[config.mk]
export PLATFORM = sky130hd
export DESIGN_NAME = countdown_timer_flat
export DESIGN_NICKNAME = d
export VERILOG_FILES = /design/src/rtl/countdown_timer_if.sv /design/src/rtl/countdown_timer.sv /design/src/flat_wrapper.sv
export SDC_FILE = /design/constraint.sdc
export NUM_CORES = 1
export LEC_CHECK = 0
export BUFFER_PORTS_ARGS = -buffer_cell sky130_fd_sc_hd__buf_2
export CAP_MARGIN = 20
export CORE_MARGIN = 10
export CORE_UTILIZATION = 44
export DETAILED_ROUTE_END_ITERATION = 7
export GPL_ROUTABILITY_DRIVEN = 1
export PLACE_DENSITY = 0.71
export SETUP_SLACK_MARGIN = 0.05
export SLEW_MARGIN = 5
export SYNTH_ARGS = -nofsm -noshare
export SYNTH_HDL_FRONTEND = slang
export SYNTH_SLANG_ARGS = --single-unit
[constraint.sdc]
create_clock -name clock -period 1.8 [get_ports clock]
set_input_delay 0.36 -clock clock [delete_from_list [all_inputs] [get_ports clock]]
set_output_delay 0.36 -clock clock [all_outputs]
set_load 0.01 [all_outputs]
[src/rtl/countdown_timer_if.sv]
// Control/status bundle for countdown_timer: load/start/pause/auto-reload
// requests from the controller, and count/done/busy status back from the timer.
interface countdown_timer_if #(
  parameter int WIDTH = 4
);
  logic             load;
  logic [WIDTH-1:0] load_value;
  logic             start;
  logic             pause;
  logic             auto_reload;
  logic [WIDTH-1:0] out;
  logic             done;
  logic             busy;

  modport master (
    output load, load_value, start, pause, auto_reload,
    input  out, done, busy
  );

  modport slave (
    input  load, load_value, start, pause, auto_reload,
    output out, done, busy
  );
endinterface

[src/rtl/countdown_timer.sv]
// Loadable, prescaled down-counter with a one-cycle done pulse on reaching zero
// and an optional auto-reload mode for periodic ticks.
module countdown_timer #(
  parameter int WIDTH    = 4,
  parameter int PRESCALE = 1
) (
  input  logic            clock,
  input  logic            reset,
  countdown_timer_if.slave tmr
);

  localparam int PW = (PRESCALE <= 1) ? 1 : $clog2(PRESCALE);
  localparam logic [PW-1:0] PRESC_MAX = PW'(PRESCALE - 1);

  typedef enum logic [1:0] {
    IDLE    = 2'd0,
    RUNNING = 2'd1,
    PAUSED  = 2'd2
  } state_t;

  state_t           state_q, state_d;
  logic [WIDTH-1:0] out_q, out_d;
  logic [WIDTH-1:0] reload_q, reload_d;
  logic [PW-1:0]    presc_q, presc_d;
  logic             done_q, done_d;

  always_comb begin
    state_d  = state_q;
    out_d    = out_q;
    reload_d = reload_q;
    presc_d  = presc_q;
    done_d   = 1'b0;

    if (tmr.load) begin
      out_d    = tmr.load_value;
      reload_d = tmr.load_value;
      presc_d  = '0;
      state_d  = IDLE;
    end else if (state_q == IDLE) begin
      if (tmr.start) begin
        if (out_q != '0) begin
          state_d = RUNNING;
          presc_d = '0;
        end else begin
          done_d = 1'b1;
        end
      end
    end else if (tmr.pause) begin
      state_d = PAUSED;
    end else begin
      // The resume cycle out of PAUSED counts, so each paused clock costs exactly one clock.
      state_d = RUNNING;
      if (presc_q != PRESC_MAX) begin
        presc_d = presc_q + 1'b1;
      end else begin
        presc_d = '0;
        if (out_q > WIDTH'(1)) begin
          out_d = out_q - 1'b1;
        end else if (out_q == WIDTH'(1)) begin
          out_d  = '0;
          done_d = 1'b1;
          if (!tmr.auto_reload) begin
            state_d = IDLE;
          end
        end else if (reload_q != '0) begin
          out_d = reload_q;
        end else begin
          state_d = IDLE;
        end
      end
    end
  end

  always_ff @(posedge clock) begin
    if (reset) begin
      state_q  <= IDLE;
      out_q    <= '0;
      reload_q <= '0;
      presc_q  <= '0;
      done_q   <= 1'b0;
    end else begin
      state_q  <= state_d;
      out_q    <= out_d;
      reload_q <= reload_d;
      presc_q  <= presc_d;
      done_q   <= done_d;
    end
  end

  assign tmr.out  = out_q;
  assign tmr.done = done_q;
  assign tmr.busy = (state_q != IDLE);

endmodule

[src/flat_wrapper.sv]
// flat-port wrapper written by rule: the top's interface ports become plain ports
module countdown_timer_flat 
#(
  parameter int WIDTH    = 4,
  parameter int PRESCALE = 1
)
  (clock, reset, tmr_load, tmr_load_value, tmr_start, tmr_pause, tmr_auto_reload, tmr_out, tmr_done, tmr_busy);
  countdown_timer_if #(.WIDTH(WIDTH)) tmr_i ();
  input  logic clock;
  input  logic reset;
  input wire logic [$bits(tmr_i.load)-1:0] tmr_load;
  input wire logic [$bits(tmr_i.load_value)-1:0] tmr_load_value;
  input wire logic [$bits(tmr_i.start)-1:0] tmr_start;
  input wire logic [$bits(tmr_i.pause)-1:0] tmr_pause;
  input wire logic [$bits(tmr_i.auto_reload)-1:0] tmr_auto_reload;
  output wire logic [$bits(tmr_i.out)-1:0] tmr_out;
  output wire logic [$bits(tmr_i.done)-1:0] tmr_done;
  output wire logic [$bits(tmr_i.busy)-1:0] tmr_busy;
  assign tmr_i.load = tmr_load;
  assign tmr_i.load_value = tmr_load_value;
  assign tmr_i.start = tmr_start;
  assign tmr_i.pause = tmr_pause;
  assign tmr_i.auto_reload = tmr_auto_reload;
  assign tmr_out = tmr_i.out;
  assign tmr_done = tmr_i.done;
  assign tmr_busy = tmr_i.busy;
  countdown_timer #(.WIDTH(WIDTH), .PRESCALE(PRESCALE)) u_core (.clock(clock), .reset(reset), .tmr(tmr_i));
endmodule
==> results of run 1 <==
-- state kept, by name, indices dropped and copies added, names as in the netlist --
signal and cells:
u_core.reload_q 4, u_core.state_q 2, u_core.tmr.done 1, u_core.tmr.out 4
-- cells by family after synthesis --
group                      share of synthesized area
DFF                                            0.354
buffers and inverters                         0.0463
xor gates and xnor gates                      0.0141
adders and majority gates                     0.0402
AOI/OAI and AO/OA                              0.241
and+or+nand+nor                                0.304
-- report_power, final --
part,total [W],switching (W),leakage (nW),internal [W]
combinational,0.000130,0.0000686,0.225,0.0000617
clock,0.000170,0.0000874,0.0177,0.0000823
sequential,0.000270,0.0000144,0.0914,0.000256
total,0.000570,0.000170,0.334,0.000400
-- routing by layer --
metal  global-route usage  vias to the layer above  wire length, um
li1                     -                      300                -
met1                0.114                      285              667
met2                0.132                       26              699
met3               0.0487                        0              147
met4               0.0101                        0                0
met5                    0                        -                0
-- worst max-delay path, delay by kind of cell (launching register included) --
family | cells | cell delay [ns]
buffers and inverters | 2 | 0.21
and+or+nand+nor | 1 | 0.37
adders and majority gates | 1 | 0.20
AOI/OAI and AO/OA | 3 | 0.39
DFF | 1 | 0.33
-- Yosys cell counts --
cell type   n
nor2_1      5
dfxtp_1    11
o31ai_1     2
nor3b_1     1
o211ai_1    1
xor2_1      1
or3_1       3
or2_2       1
nor4_1      1
o221ai_1    2
inv_1       5
a21oi_1     6
and2_2      1
nand3b_1    1
ha_1        2
nand2b_1    4
a211oi_4    1
nor3_1      1
nor4_2      1
a21o_2      1
nand2_1     6
nand4_1     1
a31o_1      1
nor4b_2     1
o21ai_0     1
a31oi_1     2
and3_1      1
buf_2       2
o22ai_1     1
a32oi_1     1
a311o_1     1
nor4b_4     1
-- stage by stage --
| step | total power (W) | hold slack (ns) | instances | setup slack (ns) | cell area (um^2) |
|---|---|---|---|---|---|
| final | 0.000570 | 0.359 | 106 | 0.174 | 774 |
| after global routing | 0.000603 | 0.374 | 106 | 0.0644 | 774 |
| after CTS | 0.000575 | 0.354 | 104 | 0.0856 | 748 |
| after detailed placement | 0.000402 | 0.496 | 100 | 0.101 | 721 |
| after global placement | 0.000401 | 0.492 | 100 | 0.141 | 721 |
| after floorplan | 0.000361 | 0.469 | 70 | 0.0673 | 622 |
-- path summary, 6_finish.rpt --
kind | start | endpoint | slack [ns] | cells after the start
min | tmr_load_value[3] | u_core.reload_q[3]$_SDFFE_PP0P_ | 0.36 | 3
max reg2reg | u_core.tmr.out[1]$_SDFFE_PP0P_ | u_core.tmr.out[1]$_SDFFE_PP0P_ | 0.17 | 7
min reg2reg | u_core.reload_q[2]$_SDFFE_PP0P_ | u_core.reload_q[2]$_SDFFE_PP0P_ | 0.51 | 2
max | u_core.tmr.out[1]$_SDFFE_PP0P_ | u_core.tmr.out[1]$_SDFFE_PP0P_ | 0.17 | 7
-- area by class of cell --
class,count,area (um^2)
Timing Repair Buffer,19,109
Multi-Input combinational cell,52,375
Clock buffer,3,22.5
Sequential cell,11,225
Clock inverter,1,5.00
Fill cell,127,543
Inverter,5,18.8
Tap cell,15,18.8
-- repair_timing --
action                                  in CTS  in global routing
buffers inserted                             0                  2
resized for setup                            0                  5
hold buffers                                 0                  0
endpoints found under the setup margin       0                  5
hold endpoints to repair                     0                  0
==> flow_summary.yaml, run 1 <==
finish:
  syn_to_final_growth_pct: 24.5
  layout_common_cells: "buf_2, dfxtp_1, nand2_1, a21oi_1"
  antenna_cells: 0
  drive_above_1_share: 0.363
  final_common_cell: "buf_2"
  finish.utilization: 0.588
  final_nets: 104
critical_path:
  worstPathArrival_ns: 1.77
  crit_type: "flip-flop to flip-flop"
  crit_chain: "inv_1 -> ha_2 -> nor4b_4 -> a211oi_4 -> buf_6 -> o211ai_1 -> o221ai_1"
  slowest_stage: "nor4b_4"
  required_ns: 1.94
  cp-start-kind: "flip-flop"
  cpPeakStageDelay_ns: 0.37
  cp_max_fo: 6
  end_kind: "flip-flop"
clocking:
  cts.clk_slew.worst_paths_ns: 0.07
  cts_tree: "yes"
  htree_levels: 1
  numCtsBuffers: 3
  clockBufferDepth: 2
  root_buffer: "clkbuf_4"
  clock_latency_ns: 0.27
  clock-sinks: 11
floorplanning:
  coreArea_mm2: 0.00132
  die_h_um: 57.6
  ioPinCount: 16
  rows: 13
  die_area_mm2: 0.00332
  start_util: 0.472
  die_w_um: 57.6
synth:
  syn_avg_cell_area_um2: 8.88
  yosysUniqueCellTypes: 32
  yosys_warnings: 0
  syn_inst: 70
  yosys.area.top_type: "dfxtp_1"
  ys_ff_latch: 11
  netlist.area_leader.share: 0.354
  seq_area_frac_synth: 0.354
  syn_nets: 82
  syn_area_um2: 622
  yosys-top-cells-area: "dfxtp_1, a21oi_1, ha_1"
detailed_routing:
  routed-via-count: 611
  wirelength_mm: 1.51
  drtAntennaViolNets: 0
  dr.pass1.iters: 5
  wl_per_cell_um: 14.3
  vias_per_cell: 5.76
  drc_errors: 0
  drt_iter0_markers: 10
sta:
  setup_violations: 0
  clock_skew_ns: 0.00445
  rsz0062_at_grt: "false"
  hold_viol_final: 0
  maxSlewViolCount: 0
  maxSlewHeadroom: 0.721
  worst_pin_slew_ns: 0.417
  fin_setup_tns_ns: 0
  period_needed_ns: 1.63
  period_share: 0.904
  timing.fmax_mhz: 615
global_route:
  grt_pass1_wl_mm: 2.50
  grtUsageTotal: 0.0893
  grt-ovfl-total: 0
  antenna_found_initial: 0
  grt_max_degree: 15
  grt_pass1_vias: 591
flow_run:
  max_cap_viol_count: 0
outcome:
  outcome: "finished clean"
pwr:
  ir_drop_mv: 0.552
  leakagePower_nw: 0.334
  cellPowerDensity_mw_per_mm2: 737
min_path:
  hold_class: "input pin to flip-flop"
placement:
  hpwl_mm: 1.14
  place_congestion: 0.883
  portBuffers: 15
Note: power is estimated with default switching activity, not from simulation.
==> run 2, diff against run 1 <==
CORE_MARGIN = 2   (was 10)
==> run 2 against run 1 <==
Compared with the run above: sequential share of layout area is 0.35 points lower; clock power hardly changed; fmax is 2.7% lower; critical path depth is 1 lower; hold slack better by 0.0032 ns; utilization is 0.28 points lower; combinational power hardly changed; die area is 48% lower; clock skew is 0.0019 ns higher; critical path type unchanged; highest routed layer is now met4.
==> flow_summary.yaml, run 2 (synthesized netlist as in run 1, its figures left out) <==
sta:
  worst_pin_slew_ns: 0.429
  period_share: 0.929
  timing.fmax_mhz: 598
  clock_skew_ns: 0.00633
  maxSlewHeadroom: 0.713
  fin_setup_tns_ns: 0
  hold_viol_final: 0
  maxSlewViolCount: 0
  rsz0062_at_grt: "false"
  period_needed_ns: 1.67
  setup_violations: 0
critical_path:
  worstPathArrival_ns: 1.83
  crit_type: "flip-flop to flip-flop"
  end_kind: "flip-flop"
  r2r_slack_ns: 0.13
  r2r_end: "u_core.tmr.out[3]$_SDFFE_PP0P_"
  required_ns: 1.96
  r2r_start: "u_core.tmr.out[1]$_SDFFE_PP0P_"
  rr_worst_depth: 6
  cp-start-kind: "flip-flop"
  cp_max_fo: 7
pwr:
  cellPowerDensity_mw_per_mm2: 741
  p_seq_frac: 0.475
  ir_drop_mv: 0.347
  clkPwrFrac: 0.301
  power.total_w: 0.000571
  power.switching_w: 0.000169
  switching_share: 0.295
  leakagePower_nw: 0.337
  p_int_w: 0.000403
  combPwrFrac: 0.224
clocking:
  htree_levels: 1
  hold_buffers: 0
  clock-sinks: 11
  numCtsBuffers: 3
  clock_latency_ns: 0.27
  root_buffer: "clkbuf_4"
  cts.clk_slew.worst_paths_ns: 0.07
  clockBufferDepth: 2
  cts_tree: "yes"
min_path:
  hold_class: "input pin to flip-flop"
  min_path_cells: 3
  hold_path_end: "u_core.reload_q[1]$_SDFFE_PP0P_"
  holdCritStartpoint: "tmr_load_value[1]"
detailed_routing:
  routed-via-count: 621
  drc_errors: 0
  drt_iter0_markers: 21
  drtAntennaViolNets: 0
  vias_per_cell: 5.80
  wl_per_cell_um: 13.0
  wirelength_mm: 1.40
  dr.pass1.iters: 4
floorplanning:
  start_util: 0.472
  die_w_um: 41.6
  die_area_mm2: 0.00173
  rows: 13
  ioPinCount: 16
  coreArea_mm2: 0.00132
  die_h_um: 41.6
global_route:
  grt-ovfl-total: 0
  antenna_found_initial: 0
  grt_pass1_vias: 522
  grtUsageTotal: 0.165
  grt_max_degree: 15
  grt_pass1_wl_mm: 2.23
finish:
  drive_above_1_share: 0.337
  final_cells: 107
  n_fill_cell: 127
  final_nets: 105
  syn_to_final_growth_pct: 23.9
  layout_common_cells: "buf_2, dfxtp_1, nand2_1, a21oi_1"
  final_common_cell: "buf_2"
  antenna_cells: 0
  finish.utilization: 0.585
placement:
  hpwl_mm: 1.00
  place_congestion: 0.905
  portBuffers: 15
  dp_cells: 100
flow_run:
  max_cap_viol_count: 0
outcome:
  outcome: "finished clean"
run 2: cell count changes in the layout (fill, tap and decap cells not counted), sizes merged:
cell,before,now
buf,19,20
clkbuf,3,4
clkinv,1,0
run 2: repair_timing:
item / 4_1_cts / 5_1_grt
gates resized for setup: 0 / 1
buffers inserted: 0 / 3
setup endpoints to repair: 0 / 3
run 2: worst max-delay path, cell delays in order, from the launching register on:
cell and delay (ns):
dfxtp_1 0.37, inv_1 0.09, ha_1 0.22, nor4b_4 0.33, a211oi_4 0.15, buf_4 0.16, a311o_1 0.24
run 2: metal layers:
metal,part of all wire,up-vias,global-route usage
li1,-,301,-
met5,0,-,0
met2,0.48,31,0.259
met4,0.0072,0,0.0387
met3,0.077,2,0.0565
met1,0.43,287,0.216
run 2: power by group through the flow:
stage          clock network [W]  registers, W  logic [W]
2_1_floorplan                  0      0.000277  0.0000833
3_3_place_gp                   0      0.000276   0.000124
3_5_place_dp                   0      0.000276   0.000124
4_1_cts                 0.000177      0.000271   0.000125
5_1_grt                 0.000195      0.000273   0.000142
6_report                0.000172      0.000272   0.000128
run 2: worst max-delay path by stage:
stage | endpoint | from | cells after the start
after detailed placement | u_core.tmr.out[3]$_SDFFE_PP0P_ | u_core.tmr.out[0]$_SDFFE_PP0P_ | 6
final | u_core.tmr.out[3]$_SDFFE_PP0P_ | u_core.tmr.out[1]$_SDFFE_PP0P_ | 6
after global routing | u_core.tmr.out[3]$_SDFFE_PP0P_ | u_core.tmr.out[1]$_SDFFE_PP0P_ | 6
after floorplan | u_core.tmr.out[3]$_SDFFE_PP0P_ | u_core.tmr.out[0]$_SDFFE_PP0P_ | 6
after global placement | u_core.tmr.out[3]$_SDFFE_PP0P_ | u_core.tmr.out[0]$_SDFFE_PP0P_ | 6
after CTS | u_core.tmr.out[3]$_SDFFE_PP0P_ | u_core.tmr.out[0]$_SDFFE_PP0P_ | 6
run 2: cell type report:
cell class | count | area [um^2] | area share
Multi-Input combinational cell | 52 | 373 | 0.484
Tap cell | 15 | 18.8 | 0.0244
Clock buffer | 4 | 26.3 | 0.0341
Timing Repair Buffer | 20 | 113 | 0.146
Sequential cell | 11 | 221 | 0.287
Inverter | 5 | 18.8 | 0.0244
run 2: through the flow:
step | setup WS, ns | hold WS (ns) | cell area, um^2
floorplan | 0.0673 | 0.469 | 622
global placement | 0.141 | 0.491 | 721
detailed placement | 0.0873 | 0.498 | 721
CTS | 0.0593 | 0.365 | 747
global route | 0.0437 | 0.364 | 771
finish | 0.128 | 0.362 | 771
